==> src/rtl/npu_pkg.sv <==
// Shared definitions for the NPU sequencer: FSM encoding, lane geometry and
// default array latency.
package npu_pkg;

    typedef enum logic [2:0] {
        ST_IDLE  = 3'd0,
        ST_FETCH = 3'd1,
        ST_FEED  = 3'd2,
        ST_DRAIN = 3'd3,
        ST_DONE  = 3'd4
    } npu_state_t;

    localparam int NUM_LANES   = 3;
    localparam int LANE_W      = 8;
    localparam int RES_W       = 16;
    localparam int ARR_LAT_DEF = 3;

endpackage

==> src/rtl/npu_skew_line.sv <==
// Fixed-depth delay line with synchronous reset, used for the row skew,
// the column de-skew and the write-valid pipeline; DEPTH=0 is a plain wire.
module npu_skew_line #(
    parameter int WIDTH = 8,
    parameter int DEPTH = 0
) (
    input  logic             wb_clk_i,
    input  logic             wb_rst_i,
    input  logic [WIDTH-1:0] din,
    output logic [WIDTH-1:0] dout
);

    generate
        if (DEPTH == 0) begin : g_wire
            logic unused_clk_rst;
            assign unused_clk_rst = wb_clk_i ^ wb_rst_i;
            assign dout = din;
        end else begin : g_pipe
            logic [WIDTH-1:0] stage_q [DEPTH];
            logic [WIDTH-1:0] stage_d [DEPTH];

            always_comb begin
                stage_d[0] = din;
                for (int s = 1; s < DEPTH; s++) begin
                    stage_d[s] = stage_q[s-1];
                end
            end

            always_ff @(posedge wb_clk_i) begin
                for (int s = 0; s < DEPTH; s++) begin
                    if (wb_rst_i) stage_q[s] <= '0;
                    else          stage_q[s] <= stage_d[s];
                end
            end

            assign dout = stage_q[DEPTH-1];
        end
    endgenerate

endmodule

==> src/rtl/npu_seq_ctrl.sv <==
// Job sequencer for a 3x3 systolic array: fetch, skewed feed, de-skewed writeback.
// Optional busy-cycle counter output perf_cycles when NPU_SEQ_PERF_EN is defined.
//
// state | meaning
// IDLE  | waiting for start
// FETCH | read of address 0 in flight
// FEED  | arr_en high for num_vec+2 cycles while rows stream in
// DRAIN | array drains until the last result is captured and written
// DONE  | one-cycle done pulse, busy low
module npu_seq_ctrl
    import npu_pkg::*;
#(
    parameter int NVEC_W  = 8,
    parameter int ARR_LAT = ARR_LAT_DEF
) (
    input  logic                         wb_clk_i,
    input  logic                         wb_rst_i,
    input  logic                         start,
    input  logic [NVEC_W-1:0]            num_vec,
    output logic                         busy,
    output logic                         done,
    output logic                         act_rd_en,
    output logic [NVEC_W-1:0]            act_rd_addr,
    input  logic [NUM_LANES*LANE_W-1:0]  act_rd_data,
    output logic                         arr_en,
    output logic [NUM_LANES*LANE_W-1:0]  arr_left,
    input  logic [NUM_LANES*RES_W-1:0]   arr_down,
    output logic                         res_wr_en,
    output logic [NVEC_W-1:0]            res_wr_addr,
`ifdef NPU_SEQ_PERF_EN
    output logic [15:0]                  perf_cycles,
`endif
    output logic [NUM_LANES*RES_W-1:0]   res_wr_data
);

    localparam int CNT_W = NVEC_W + 1;

    npu_state_t                 state_q, state_d;
    logic [NVEC_W-1:0]          num_q, num_d;
    logic [CNT_W-1:0]           cnt_q, cnt_d;
    logic                       busy_q, busy_d;
    logic                       done_q, done_d;
    logic                       act_rd_en_q, act_rd_en_d;
    logic [NVEC_W-1:0]          act_rd_addr_q, act_rd_addr_d;
    logic                       rd_vld_q, rd_vld_d;
    logic                       arr_en_q, arr_en_d;
    logic                       res_wr_en_q, res_wr_en_d;
    logic [NVEC_W-1:0]          res_wr_addr_q, res_wr_addr_d;
    logic [NVEC_W-1:0]          wr_cnt_q, wr_cnt_d;
    logic [NUM_LANES*RES_W-1:0] res_wr_data_q, res_wr_data_d;
    logic [NUM_LANES*RES_W-1:0] aligned;
    logic                       wr_pre;
    logic                       accept;
`ifdef NPU_SEQ_PERF_EN
    logic [15:0]                perf_q, perf_d;
`endif

    assign accept = (state_q == ST_IDLE) && start;

    always_comb begin
        state_d       = state_q;
        num_d         = num_q;
        cnt_d         = cnt_q;
        act_rd_en_d   = 1'b0;
        act_rd_addr_d = act_rd_addr_q;
        res_wr_addr_d = res_wr_addr_q;
        res_wr_data_d = res_wr_data_q;
        wr_cnt_d      = accept ? '0 : wr_cnt_q;

        case (state_q)
            ST_IDLE: begin
                if (start) begin
                    num_d   = num_vec;
                    state_d = (num_vec == '0) ? ST_DONE : ST_FETCH;
                end
            end
            ST_FETCH: begin
                state_d = ST_FEED;
                cnt_d   = {1'b0, num_q} + CNT_W'(1);
            end
            ST_FEED: begin
                if (cnt_q == '0) begin
                    state_d = ST_DRAIN;
                    cnt_d   = CNT_W'(ARR_LAT);
                end else begin
                    cnt_d = cnt_q - CNT_W'(1);
                end
            end
            ST_DRAIN: begin
                if (cnt_q == '0) state_d = ST_DONE;
                else             cnt_d   = cnt_q - CNT_W'(1);
            end
            ST_DONE:  state_d = ST_IDLE;
            default:  state_d = ST_IDLE;
        endcase

        // Reads stream back-to-back from the accepting edge until num_vec-1.
        if (accept && (num_vec != '0)) begin
            act_rd_en_d   = 1'b1;
            act_rd_addr_d = '0;
        end else if (act_rd_en_q && (act_rd_addr_q != num_q - NVEC_W'(1))) begin
            act_rd_en_d   = 1'b1;
            act_rd_addr_d = act_rd_addr_q + NVEC_W'(1);
        end
        rd_vld_d = act_rd_en_q;

        // DRAIN's last cycle carries the final write; the array is already done.
        arr_en_d = (state_d == ST_FEED) || ((state_d == ST_DRAIN) && (cnt_d != '0));
        busy_d   = (state_d == ST_FETCH) || (state_d == ST_FEED) || (state_d == ST_DRAIN);
        done_d   = (state_d == ST_DONE);

        res_wr_en_d = wr_pre;
        if (wr_pre) begin
            res_wr_addr_d = wr_cnt_q;
            wr_cnt_d      = wr_cnt_q + NVEC_W'(1);
            res_wr_data_d = aligned;
        end

`ifdef NPU_SEQ_PERF_EN
        perf_d = perf_q;
        if (accept)                             perf_d = '0;
        else if (busy_q && (perf_q != 16'hFFFF)) perf_d = perf_q + 16'd1;
`endif
    end

    always_ff @(posedge wb_clk_i) begin
        if (wb_rst_i) begin
            state_q       <= ST_IDLE;
            num_q         <= '0;
            cnt_q         <= '0;
            busy_q        <= 1'b0;
            done_q        <= 1'b0;
            act_rd_en_q   <= 1'b0;
            act_rd_addr_q <= '0;
            rd_vld_q      <= 1'b0;
            arr_en_q      <= 1'b0;
            res_wr_en_q   <= 1'b0;
            res_wr_addr_q <= '0;
            wr_cnt_q      <= '0;
            res_wr_data_q <= '0;
`ifdef NPU_SEQ_PERF_EN
            perf_q        <= '0;
`endif
        end else begin
            state_q       <= state_d;
            num_q         <= num_d;
            cnt_q         <= cnt_d;
            busy_q        <= busy_d;
            done_q        <= done_d;
            act_rd_en_q   <= act_rd_en_d;
            act_rd_addr_q <= act_rd_addr_d;
            rd_vld_q      <= rd_vld_d;
            arr_en_q      <= arr_en_d;
            res_wr_en_q   <= res_wr_en_d;
            res_wr_addr_q <= res_wr_addr_d;
            wr_cnt_q      <= wr_cnt_d;
            res_wr_data_q <= res_wr_data_d;
`ifdef NPU_SEQ_PERF_EN
            perf_q        <= perf_d;
`endif
        end
    end

    // Lane i is delayed i cycles on entry; column j is delayed 2-j on exit.
    for (genvar i = 0; i < NUM_LANES; i++) begin : g_lane
        logic [LANE_W-1:0] lane_in;
        assign lane_in = rd_vld_q ? act_rd_data[LANE_W*i +: LANE_W] : '0;

        npu_skew_line #(.WIDTH(LANE_W), .DEPTH(i)) u_skew (
            .wb_clk_i (wb_clk_i),
            .wb_rst_i (wb_rst_i),
            .din      (lane_in),
            .dout     (arr_left[LANE_W*i +: LANE_W])
        );

        npu_skew_line #(.WIDTH(RES_W), .DEPTH(NUM_LANES-1-i)) u_deskew (
            .wb_clk_i (wb_clk_i),
            .wb_rst_i (wb_rst_i),
            .din      (arr_down[RES_W*i +: RES_W]),
            .dout     (aligned[RES_W*i +: RES_W])
        );
    end

    npu_skew_line #(.WIDTH(1), .DEPTH(ARR_LAT + NUM_LANES - 1)) u_wr_vld (
        .wb_clk_i (wb_clk_i),
        .wb_rst_i (wb_rst_i),
        .din      (rd_vld_q),
        .dout     (wr_pre)
    );

    assign busy        = busy_q;
    assign done        = done_q;
    assign act_rd_en   = act_rd_en_q;
    assign act_rd_addr = act_rd_addr_q;
    assign arr_en      = arr_en_q;
    assign res_wr_en   = res_wr_en_q;
    assign res_wr_addr = res_wr_addr_q;
    assign res_wr_data = res_wr_data_q;
`ifdef NPU_SEQ_PERF_EN
    assign perf_cycles = perf_q;
`endif

endmodule

==> config.mk <==
export PLATFORM = sky130hd
export DESIGN_NAME = npu_seq_ctrl
export DESIGN_NICKNAME = d
export VERILOG_FILES = /design/src/rtl/npu_pkg.sv /design/src/rtl/npu_skew_line.sv /design/src/rtl/npu_seq_ctrl.sv
export SDC_FILE = /design/constraint.sdc
export NUM_CORES = 1
export LEC_CHECK = 0
export BUFFER_PORTS_ARGS = -buffer_cell sky130_fd_sc_hd__buf_4
export CAP_MARGIN = 25
export CORE_ASPECT_RATIO = 0.8
export CORE_MARGIN = 5
export CORE_UTILIZATION = 38
export CTS_CLUSTER_SIZE = 12
export DETAILED_ROUTE_END_ITERATION = 6
export PLACE_DENSITY_LB_ADDON = 0.08
export SLEW_MARGIN = 20
export SYNTH_ARGS = -nofsm -noshare
export SYNTH_HDL_FRONTEND = slang
export SYNTH_SLANG_ARGS = --single-unit
==> constraint.sdc <==
create_clock -name wb_clk_i -period 2.9 [get_ports wb_clk_i]
set_clock_uncertainty 0.2 [all_clocks]
set_input_delay 0.29 -clock wb_clk_i [delete_from_list [all_inputs] [get_ports wb_clk_i]]
set_output_delay 0.29 -clock wb_clk_i [all_outputs]
set_load 0.05 [all_outputs]
* Word-level counts from Yosys, hierarchy flattened
Memory sizes are Yosys's and may differ from the RTL's. A register that Yosys moved wholly into a read port is not among the register bits. Cells that the tools add are included.
Storage, ports and cells: memories kept 5, input port bits 83, register bits after elaboration 98, bits in latches 0, ROM bits 0, output and inout bits 93, logic and storage cells 88, bits in writable memories 77
Operators by class: equal/unequal tests 8, div/mod/pow operators 0, bitwise operators 9, add/sub/neg operators 5, multipliers 0, shift operators 0, multiplexer cells 31, magnitude comparators 0, reductions and logical operators 17
Memory list:
- g_lane[0].u_deskew.g_pipe.stage_q | words 2, width 16, read ports 2, clocked after Yosys merged registers in 1, wr ports 2, line npu_skew_line.sv:19 | logic [WIDTH-1:0] stage_q [DEPTH];
- g_lane[1].u_deskew.g_pipe.stage_q | words 1, width 16, read ports 1, clocked after Yosys merged registers in 1, wr ports 1, line npu_skew_line.sv:19
- g_lane[2].u_skew.g_pipe.stage_q | words 2, width 8, read ports 2, clocked after Yosys merged registers in 0, wr ports 2, line npu_skew_line.sv:19
- g_lane[1].u_skew.g_pipe.stage_q | words 1, width 8, read ports 1, clocked after Yosys merged registers in 0, wr ports 1, line npu_skew_line.sv:19
- u_wr_vld.g_pipe.stage_q | words 5, width 1, read ports 5, clocked after Yosys merged registers in 0, wr ports 5, line npu_skew_line.sv:19
Operators by type and width (number):
- 8-bit 2-to-1 mux | 8
- 16-bit 2-to-1 mux | 3
- 9-bit case mux with 3 select lines | 1
- 9-bit 2-to-1 mux | 2
- 8-bit by 1-bit adder with 8-bit output, second input constant | 2
- 16-bit OR reduction | 1
- 3-bit by 2-bit == test with 1-bit output, second input constant | 4
- 1-bit 2-to-1 mux | 12
- 3-bit 2-to-1 mux | 4
- 3-bit case mux with 4 select lines | 1
- 8-bit by 1-bit adder with 9-bit output, second input constant | 1
- 9-bit zero test | 1
- 1-bit OR | 9
- 9-bit nonzero test | 1
- 9-bit by 1-bit subtractor with 9-bit output, second input constant | 1
- 8-bit zero test | 1
- 8-bit != test | 1
- 8-bit nonzero test | 1
- 8-bit OR reduction | 1
- 8-bit by 1-bit subtractor with 8-bit output, second input constant | 1
- 3-bit by 1-bit == test with 1-bit output, second input constant | 2
- 1-bit logical AND | 4
- 3-bit == test, second input constant | 1
- 3-bit zero test | 1
- other kinds (4) | 6

* Longest topological paths before layout
Gate-level depths: netlist (run 1).
depth after elaboration 7, mapped depth 11, gate-level depth less buffers 11

* Hierarchy
Synthesis (run 1) repeated with hierarchy kept, for this count alone.
Unflattened totals: cell total of the unflattened synthesis 697, area total of the unflattened synthesis 6886.6 sq um
Modules (own cells, without submodules):
- npu_seq_ctrl | cells each 514, sequential area each 1961.9 sq um, instances 1, area each 4573.1 sq um
- npu_skew_line (g_lane[1].u_deskew ...) | cells each 33, sequential area each 320.3 sq um, instances 2, area each 464.2 sq um
- npu_skew_line (g_lane[0].u_deskew) | cells each 67, sequential area each 640.6 sq um, instances 1, area each 863.3 sq um
- npu_skew_line (g_lane[1].u_skew) | cells each 16, sequential area each 160.2 sq um, instances 1, area each 210.2 sq um
- npu_skew_line (u_wr_vld) | cells each 10, sequential area each 100.1 sq um, instances 1, area each 131.4 sq um
- npu_skew_line (g_lane[2].u_deskew) | cells each 16, sequential area each 0.0 sq um, instances 1, area each 120.1 sq um
- npu_skew_line (g_lane[0].u_skew) | cells each 8, sequential area each 0.0 sq um, instances 1, area each 60.1 sq um

* Least setup slack after synthesis (run 1)
Ideal clock, no wire load.
path type reg2reg, from register num_q[0], to register act_rd_addr_q[5] (netlist: act_rd_addr[5]), data arrival time 2.372 ns, period minus slack after synthesis 2.642 ns, data required time 2.630 ns, library setup time 0.070 ns, setup slack 0.258 ns, stages on the path, launching flop included 8, buffers on the path 1, cell sequence dfxtp_1 > buf_6 > or4_4 > o211a_1 > a311o_1 > o211a_4 > or4_1 > a21oi_1
On the way: cells in the longest elaborated chain, start to end 3
RTL lines:
- start: declaration | line npu_seq_ctrl.sv:39 | logic [NVEC_W-1:0] num_q, num_d;
- start signal: assignment | line npu_seq_ctrl.sv:146 | num_q <= num_d;
- 8-bit by 1-bit subtractor with 8-bit output | line npu_seq_ctrl.sv:101 | end else if (act_rd_en_q && (act_rd_addr_q != num_q - NVEC_W'(1))) begin
- 8-bit != test | line npu_seq_ctrl.sv:101
- 1-bit logical AND | line npu_seq_ctrl.sv:101
- end signal: assignment | line npu_seq_ctrl.sv:151 | act_rd_addr_q <= act_rd_addr_d;
- end: declaration | line npu_seq_ctrl.sv:44 | logic [NVEC_W-1:0] act_rd_addr_q, act_rd_addr_d;
No other way between the ends. A chain may end at the register's enable or synchronous reset.

* Final worst setup path (run 1)
from register num_q[1], to register act_rd_addr_q[5] (netlist: act_rd_addr[5])
Same word-level chain as after synthesis.

==> impl_metrics.ini, run 1 <==
[run_status]
outcome = complete, no violations

[sta]
worst_slew_pin_slew_ns = 0.8847
final.period_utilization_pct = 95.54
setup_slack_ns = 0.1294
rsz0062_at_grt = no
hold_violations = 0
max_freq_mhz = 360.9
drv_slew = 0
setup_violations = 0
slew_headroom_pct = 40.90
min_period_ns = 2.771
setup_tns_ns = 0

[synth]
syn_nets = 753
synth-seq-cells = 175
synth_edf_count = 0
postSynthAreaPerCell_um2 = 9.787
synth.area.mux_share_pct = 8.986
synth_area_leaders = dfxtp_1 (54%), mux2i_1 (8.6%), nor2b_1 (6.7%)
netlist_instances = 663
ys_warn_count = 0
synth-xor-area-share_pct = 2.430
yosysTopAreaCellShare_pct = 53.99
seq_area_frac_synth_pct = 53.99
synth-main-ff-cell = dfxtp_1
synth_top_family_by_area = simple AND/OR/NAND/NOR gates
syn-cell-area_um2 = 6489
synthSimpleGateAreaFrac_pct = 22.39
async_reset_ff_share_pct = 0
yosys.area.top_type = dfxtp_1
synth_fa_ha_area_share_pct = 1.350
synth.distinct_cells = 57
synth.most_common_cell = dfxtp_1
synth_compound_area_share_pct = 7.713
synth_common_cells = dfxtp_1 (175), nor2_1 (92), nor2b_1 (70)

[setup_path]
criticalPathCategory = reg -> reg
cp_max_fo = 15
required_ns = 3.05
arrival_ns = 2.92
crit_chain = or4_4 > o211a_1 > a311o_1 > o211a_4 > or4_1 > a21oi_1
cpPeakStageDelay_ns = 0.56
reg2reg_slack_ns = 0.13
critPathLaunchType = flip-flop
crit_path_end_kind = flip-flop
critPathSlowestCell = or4_4

[routing]
ant_nets = 0
drt_first_pass_iters = 4
wl_um = 16380
first_iter_violations = 267
wl_per_cell_um = 14.32
drc_errors = 0
vias = 5364
avgViaCountPerCell = 4.689

[floorplan]
boundaryPins = 176
core_region_area_um2 = 16660
fp.dieH_um = 126.9
dieArea_um2 = 19810
rows = 42
start_util_pct = 38.95
die_width_um = 156.1

[clock_tree]
path_clk_slew_ns = 0.07
clk_path_buf_depth = 2
numCtsBuffers = 17
cts-root-buf = clkbuf_16
post_cts_buffers = 0
insertion_delay_ns = 0.42
cts_tree = done
htree_levels = 4
clock-sinks = 175

[pwr]
p_int_mw = 4.305
combinationalPowerShare_pct = 17.3
p_leak_nw = 3.900
vdd_ir_drop_max_v = 0.0003598
clockPowerShare_pct = 39.5
p_seq_share_pct = 43.2
power.density_nw_per_um2 = 633.9
sw_frac_of_total_pct = 27.93
switchingPower_mw = 1.668

[global_routing]
grt_max_degree = 68
antenna_found_initial = 0
grt_overflow = 0
grt_use_total_pct = 16.42
grt_pass1_vias = 5275
grt_pass1_wl_um = 26470

[placement]
routabilityCongestion = 0.8575
io_buffers = 175
hpwl_um = 11170
place_ws_ns = 0.1512

[flow_run]
max_cap_violations = 0

[final_layout]
diodes = 0
syn_to_final_growth_pct = 45.22
drive_gt1_share_pct = 26.52
layout.nets = 1001
n_fill_cell = 1426
final_util_pct = 56.56

[worst_hold_path]
hp-class = in -> reg
-- routing by layer --
layer	track usage, %	up-vias	share of wire [%]
met1	20.63	2458	44
met3	6.265	12	9.0
met4	4.184	0	0.90
met2	26.68	160	46
li1	-	2734	-
met5	0	-	0
-- timing repair --
item	CTS	global route
gates resized for setup	0	4
endpoints found under the hold margin	72	0
endpoints found under the setup margin	0	1
hold buffers	72	0
-- critical path: cells and delay by family (launching register included) --
family          cells  cell delay, ns
simple gates        2            1.06
flops               1            0.39
compound gates      4            1.04
-- state kept, by name, indices dropped and copies added, names as in the netlist --
name and cells:
u_wr_vld.g_pipe.stage_q 5, wr_cnt_q 8, res_wr_data 48, cnt_q 9, res_wr_addr 8, g_lane.u_skew.g_pipe.stage_q 24, act_rd_en 1, busy 1
rd_vld_q 1, g_lane.u_deskew.g_pipe.stage_q 48, act_rd_addr 8, num_q 8, res_wr_en 1, state_q 3, done 1, arr_en 1
-- placed cells by master, fill, tap and decap left out, types with 11 or more instances in the layout --
cell           synthesis  final
nand3_1               12     12
buf_4                  3    196
clkbuf_16              0     17
nor2_1                92     91
nor2b_1               70     70
a21oi_1               29     29
dfxtp_1              175    174
dlygate4sd3_1          0     72
and2_1                25     25
o21ai_0               14     14
nand2_1               38     38
mux2i_1               56     56
xnor2_1               11     11
-- final cells by class --
| type | count | area, um2 | share of cell area (%) |
|---|---|---|---|
| clock inverters | 15 | 198.9 | 2.111 |
| inverters | 8 | 30.03 | 0.3187 |
| flip-flops and latches | 175 | 3507 | 37.22 |
| multi-input cells | 441 | 2794 | 29.65 |
| well taps | 220 | 275.3 | 2.921 |
| clock buffers | 17 | 425.4 | 4.515 |
| repair buffers | 268 | 2192 | 23.26 |
-- logic make-up (layout without fill, tap and decap cells) --
logic type,Yosys count,in the layout
xor gates and xnor gates,18,18
muxes,58,58
DFF,175,175
AOI/OAI and AO/OA,77,77
buffers and inverters,47,308
adders and majority gates,7,7
and+or+nand+nor,281,281
-- final timing paths --
path	from	end	cells after the start
max	num_q[1]	act_rd_addr[5]	6
min	wb_rst_i	act_rd_en	2
max reg2reg	num_q[1]	act_rd_addr[5]	6
min reg2reg	g_lane[0].u_deskew.g_pipe.stage_q[0][3]	g_lane[0].u_deskew.g_pipe.stage_q[1][3]	1
-- metrics by stage --
stage | area, um2 | power (mW) | hold slack (ns) | cells
2_1_floorplan | 6489 | 3.203 | 0.2117 | 663
3_3_place_gp | 8065 | 3.587 | 0.2172 | 1040
3_5_place_dp | 8065 | 3.571 | 0.2204 | 1040
4_1_cts | 9410 | 6.021 | 0.02202 | 1144
5_1_grt | 9423 | 6.257 | 0.03838 | 1144
6_report | 9423 | 5.973 | 0.03697 | 1144
-- power by group through the flow --
| stage | clock [mW] | sequential (mW) | combinational (mW) |
|---|---|---|---|
| after floorplan | 0 | 2.66 | 0.539 |
| after detailed placement | 0 | 2.63 | 0.936 |
| after global routing | 2.52 | 2.60 | 1.14 |
| after global placement | 0 | 2.63 | 0.954 |
| final | 2.36 | 2.58 | 1.03 |
| after CTS | 2.42 | 2.58 | 1.02 |
Power figures use the tool's default switching activity.
==> run 2, diff against run 1 <==
- CORE_ASPECT_RATIO: 0.8 -> unset
==> impl_metrics.ini, run 2 (synthesized netlist as in run 1, its figures left out) <==
[sta]
setup_violations = 0
rsz0062_at_grt = no
hold_violations = 0
setup_tns_ns = 0
slew_headroom_pct = 51.79
worst_slew_pin_slew_ns = 0.7217
setup_slack_ns = 0.1577
fin_hold_ws_ns = 0.1165
min_period_ns = 2.742
max_freq_mhz = 364.7
drv_slew = 0
final.period_utilization_pct = 94.56

[final_layout]
layout.nets = 996
n_fill_cell = 1475
final_cell_area_um2 = 9376
drive_gt1_share_pct = 25.79
final_common_cell = buf_4
syn_to_final_growth_pct = 44.50
final_cell_mix = buf_4 (190), dfxtp_1 (174), nor2_1 (92)
diodes = 0

[routing]
avgViaCountPerCell = 4.770
drt_first_pass_iters = 5
wl_um = 16850
wl_per_cell_um = 14.79
vias = 5433
ant_nets = 0
first_iter_violations = 355
drc_errors = 0

[floorplan]
start_util_pct = 38.99
fp.dieH_um = 140.7
boundaryPins = 176
die_width_um = 140.7
core_region_area_um2 = 16640
rows = 47
dieArea_um2 = 19790

[setup_path]
required_ns = 3.00
cp_max_fo = 4
critPathSlowestCell = or4b_2
r2r-end = arr_en
crit_path_start = cnt_q[1]
criticalPathCategory = reg -> reg
arrival_ns = 2.84
cpPeakStageDelay_ns = 0.62
crit_chain = inv_1 > ha_1 > or4b_2 > nor2_1 > inv_1 > ha_1 > nand2_1 > o211ai_1 > o221ai_1 > nand4_1 > o31a_1
reg2reg_slack_ns = 0.16
rr_worst_depth = 11
r2r-start = cnt_q[1]
crit_path_end_kind = flip-flop
critPathLaunchType = flip-flop

[global_routing]
grt_max_degree = 66
grt_use_total_pct = 16.96
grt_overflow = 0
grt_pass1_wl_um = 27220
antenna_found_initial = 0
grt_pass1_vias = 5385

[flow_run]
max_cap_violations = 0

[worst_hold_path]
hp-class = in -> reg
holdPathStages = 2
hold_path_end = res_wr_data[43]
hold_start = wb_rst_i

[pwr]
p_int_mw = 4.302
clockPowerShare_pct = 39.3
switchingPower_mw = 1.605
combinationalPowerShare_pct = 17.0
p_leak_nw = 3.869
p_total_mw = 5.907
p_seq_share_pct = 43.7
sw_frac_of_total_pct = 27.17
vdd_ir_drop_max_v = 0.0003837
power.density_nw_per_um2 = 630.0

[clock_tree]
post_cts_buffers = 0
clk_path_buf_depth = 2
cts_tree = done
cts-root-buf = clkbuf_16
htree_levels = 4
path_clk_slew_ns = 0.07
insertion_delay_ns = 0.41
clock-sinks = 175
numCtsBuffers = 17

[placement]
postPlaceCellArea_um2 = 8040
hpwl_um = 11450
io_buffers = 175
routabilityCongestion = 0.8794
place_ws_ns = 0.1024

[run_status]
outcome = complete, no violations
-- run 2: changes by cell type in the layout (fill, tap and decap cells not counted), moves of 2 or more --
cell / change
clkinv_8: -2
clkbuf_1: +2
clkbuf_8: +2
buf_4: -6
inv_6: +2
inv_8: -3
-- run 2: metal layers --
metal,routed length (um),share of wire (%),track usage (%)
met1,7144,42,20.52
met2,8453,50,28.73
met3,1029,6.1,5.317
met4,218,1.3,5.558
met5,0,0,0
-- run 2: timing repair --
| item | in CTS | in global routing |
|---|---|---|
| endpoints found under the setup margin | 0 | 1 |
| resized for setup | 0 | 1 |
| hold endpoints to repair | 72 | 0 |
| hold buffers | 72 | 0 |
-- run 2: metrics by stage --
stage               util [%]  instances
floorplan                  -        663
global placement       48.31       1035
detailed placement     48.31       1035
CTS                    56.29       1139
global route           56.34       1139
finish                 56.34       1139
-- run 2: worst max path at each step --
stage	endpoint	slack, ns	cells after the start
6_report	arr_en	0.16	11
5_1_grt	act_rd_addr[4]	0.03	6
4_1_cts	arr_en	0.08	10
3_5_place_dp	arr_en	0.10	10
3_3_place_gp	arr_en	0.21	11
2_1_floorplan	act_rd_addr[5]	0.26	7
-- run 2: area by class of cell --
| class | count | area (um2) | share of cell area (%) |
|---|---|---|---|
| inverters | 8 | 30.03 | 0.3203 |
| multi-input cells | 441 | 2790 | 29.76 |
| flip-flops and latches | 175 | 3507 | 37.40 |
| clock inverters | 11 | 146.4 | 1.561 |
| clock buffers | 21 | 460.4 | 4.911 |
| repair buffers | 263 | 2167 | 23.11 |
| well taps | 220 | 275.3 | 2.936 |
-- run 2: power groups by stage --
stage / Sequential, mW / Combinational (mW) / Clock, mW
2_1_floorplan: 2.66 / 0.539 / 0
3_3_place_gp: 2.64 / 0.912 / 0
3_5_place_dp: 2.64 / 0.914 / 0
4_1_cts: 2.58 / 0.998 / 2.40
5_1_grt: 2.60 / 1.10 / 2.49
6_report: 2.58 / 1.00 / 2.32
-- run 2: worst max-delay path: cells and delay by family, from the launching register on --
family / cells / cell delay, ns
and+or+nand+nor: 4 / 0.97
AOI/OAI and AO/OA: 3 / 0.51
adders and majority gates: 2 / 0.44
DFF: 1 / 0.33
buffers and inverters: 2 / 0.19
==> run 3, diff against run 2 <==
- PLACE_DENSITY: unset -> 0.71
- PLACE_DENSITY_LB_ADDON: 0.08 -> unset
==> impl_metrics.ini, run 3 (synthesized netlist as in run 1, its figures left out) <==
[floorplan]
dieArea_um2 = 19790
rows = 47
boundaryPins = 176
fp.dieH_um = 140.7
start_util_pct = 38.99
core_region_area_um2 = 16640
die_width_um = 140.7

[pwr]
vdd_ir_drop_max_v = 0.0004047
combinationalPowerShare_pct = 16.9
sw_frac_of_total_pct = 28.28
clockPowerShare_pct = 39.1
p_total_mw = 5.868
power.density_nw_per_um2 = 626.0
p_leak_nw = 3.870
switchingPower_mw = 1.659
p_int_mw = 4.209
p_seq_share_pct = 44.0

[worst_hold_path]
hp-class = in -> reg

[setup_path]
cpPeakStageDelay_ns = 0.51
criticalPathCategory = reg -> reg
critPathSlowestCell = or4b_4
critPathLaunchType = flip-flop
cp_max_fo = 5
crit_path_end_kind = flip-flop
crit_chain = inv_1 > ha_1 > or4b_4 > nor2_1 > inv_1 > ha_1 > nand2_1 > o211ai_1 > o221ai_1 > nand4_1 > o31a_1
arrival_ns = 2.78
required_ns = 3.01

[routing]
drc_errors = 0
vias = 5389
wl_per_cell_um = 14.48
ant_nets = 0
avgViaCountPerCell = 4.723
wl_um = 16520
first_iter_violations = 302
drt_first_pass_iters = 5

[clock_tree]
clk_path_buf_depth = 2
clock-sinks = 175
path_clk_slew_ns = 0.07
htree_levels = 4
insertion_delay_ns = 0.42
numCtsBuffers = 17
cts-root-buf = clkbuf_16
cts_tree = done

[final_layout]
layout.nets = 997
drive_gt1_share_pct = 25.87
final_cell_mix = buf_4 (191), dfxtp_1 (174), nor2_1 (92)
syn_to_final_growth_pct = 44.47
n_fill_cell = 1369
final_common_cell = buf_4

[placement]
routabilityCongestion = 0.8421
io_buffers = 175
hpwl_um = 10530

[sta]
drv_slew = 0
slew_headroom_pct = 36.28
max_freq_mhz = 374.2
min_period_ns = 2.672
hold_violations = 0
setup_violations = 0
final.period_utilization_pct = 92.15
setup_tns_ns = 0
worst_slew_pin_slew_ns = 0.9539
rsz0062_at_grt = no

[global_routing]
grt_overflow = 0
grt_pass1_wl_um = 26520
antenna_found_initial = 1
grt_pass1_vias = 5348
grt_max_degree = 80
grt_use_total_pct = 16.45

[run_status]
outcome = complete, no violations

[flow_run]
max_cap_violations = 0
[run 3: timing repair]
action / 4_1_cts / 5_1_grt
hold buffers: 72 / 0
endpoints found under the hold margin: 72 / 0
buffers inserted: 0 / 0
setup endpoints to repair: 0 / 1
resized for setup: 0 / 1
[run 3: power by group through the flow]
stage,logic (mW),clock network [mW],registers [mW]
finish,0.993,2.29,2.58
global route,1.09,2.46,2.60
CTS,0.975,2.35,2.58
detailed placement,0.887,0,2.63
global placement,0.897,0,2.63
floorplan,0.539,0,2.66
[run 3: cell type report]
cell class                      instances  area (um2)  share of cell area, %
Sequential cell                       175        3507                  37.41
Multi-Input combinational cell        441        2785                  29.71
Timing Repair Buffer                  264        2175                  23.20
Clock buffer                           18       439.2                  4.685
Tap cell                              220       275.3                  2.936
Clock inverter                         14       160.2                  1.708
Inverter                                8       30.03                 0.3203
Antenna cell                            1       2.502                0.02670
[run 3: worst paths after layout]
path / slack, ns / cells past startpoint / end / start
hold reg to reg: 0.24 / 1 / g_lane[0].u_deskew.g_pipe.stage_q[1][14] / g_lane[0].u_deskew.g_pipe.stage_q[0][14]
setup reg to reg: 0.23 / 11 / arr_en / cnt_q[1]
hold / removal: 0.03 / 2 / g_lane[1].u_deskew.g_pipe.stage_q[0][2] / wb_rst_i
setup / recovery: 0.23 / 11 / arr_en / cnt_q[1]
[run 3: critical path, delay by kind of cell (launching register included)]
kind | cells | cell delay, ns
fa+ha+maj | 2 | 0.45
compound gates | 3 | 0.50
buf+inv | 2 | 0.19
simple gates | 4 | 0.87
flops | 1 | 0.34
[run 3: metrics by stage]
step                      hold WS (ns)  util [%]  cell area (um2)  instances  setup WS, ns
after CTS                      0.01798     56.29             9368       1140       0.07832
after global placement          0.2173     48.36             8048       1036        0.1389
after detailed placement        0.2204     48.36             8048       1036       0.09564
final                          0.03468     56.33             9374       1141        0.2275
after global routing           0.02753     56.33             9374       1141       0.08932
after floorplan                 0.2117         -             6489        663        0.2583
[run 3: per-layer routing]
layer | track usage (%) | part of all wire (%) | vias to the layer above
li1 | - | - | 2733
met1 | 19.78 | 42 | 2461
met2 | 27.85 | 49 | 179
met3 | 5.892 | 8.0 | 16
met4 | 4.640 | 1.1 | 0
met5 | 0 | 0 | -
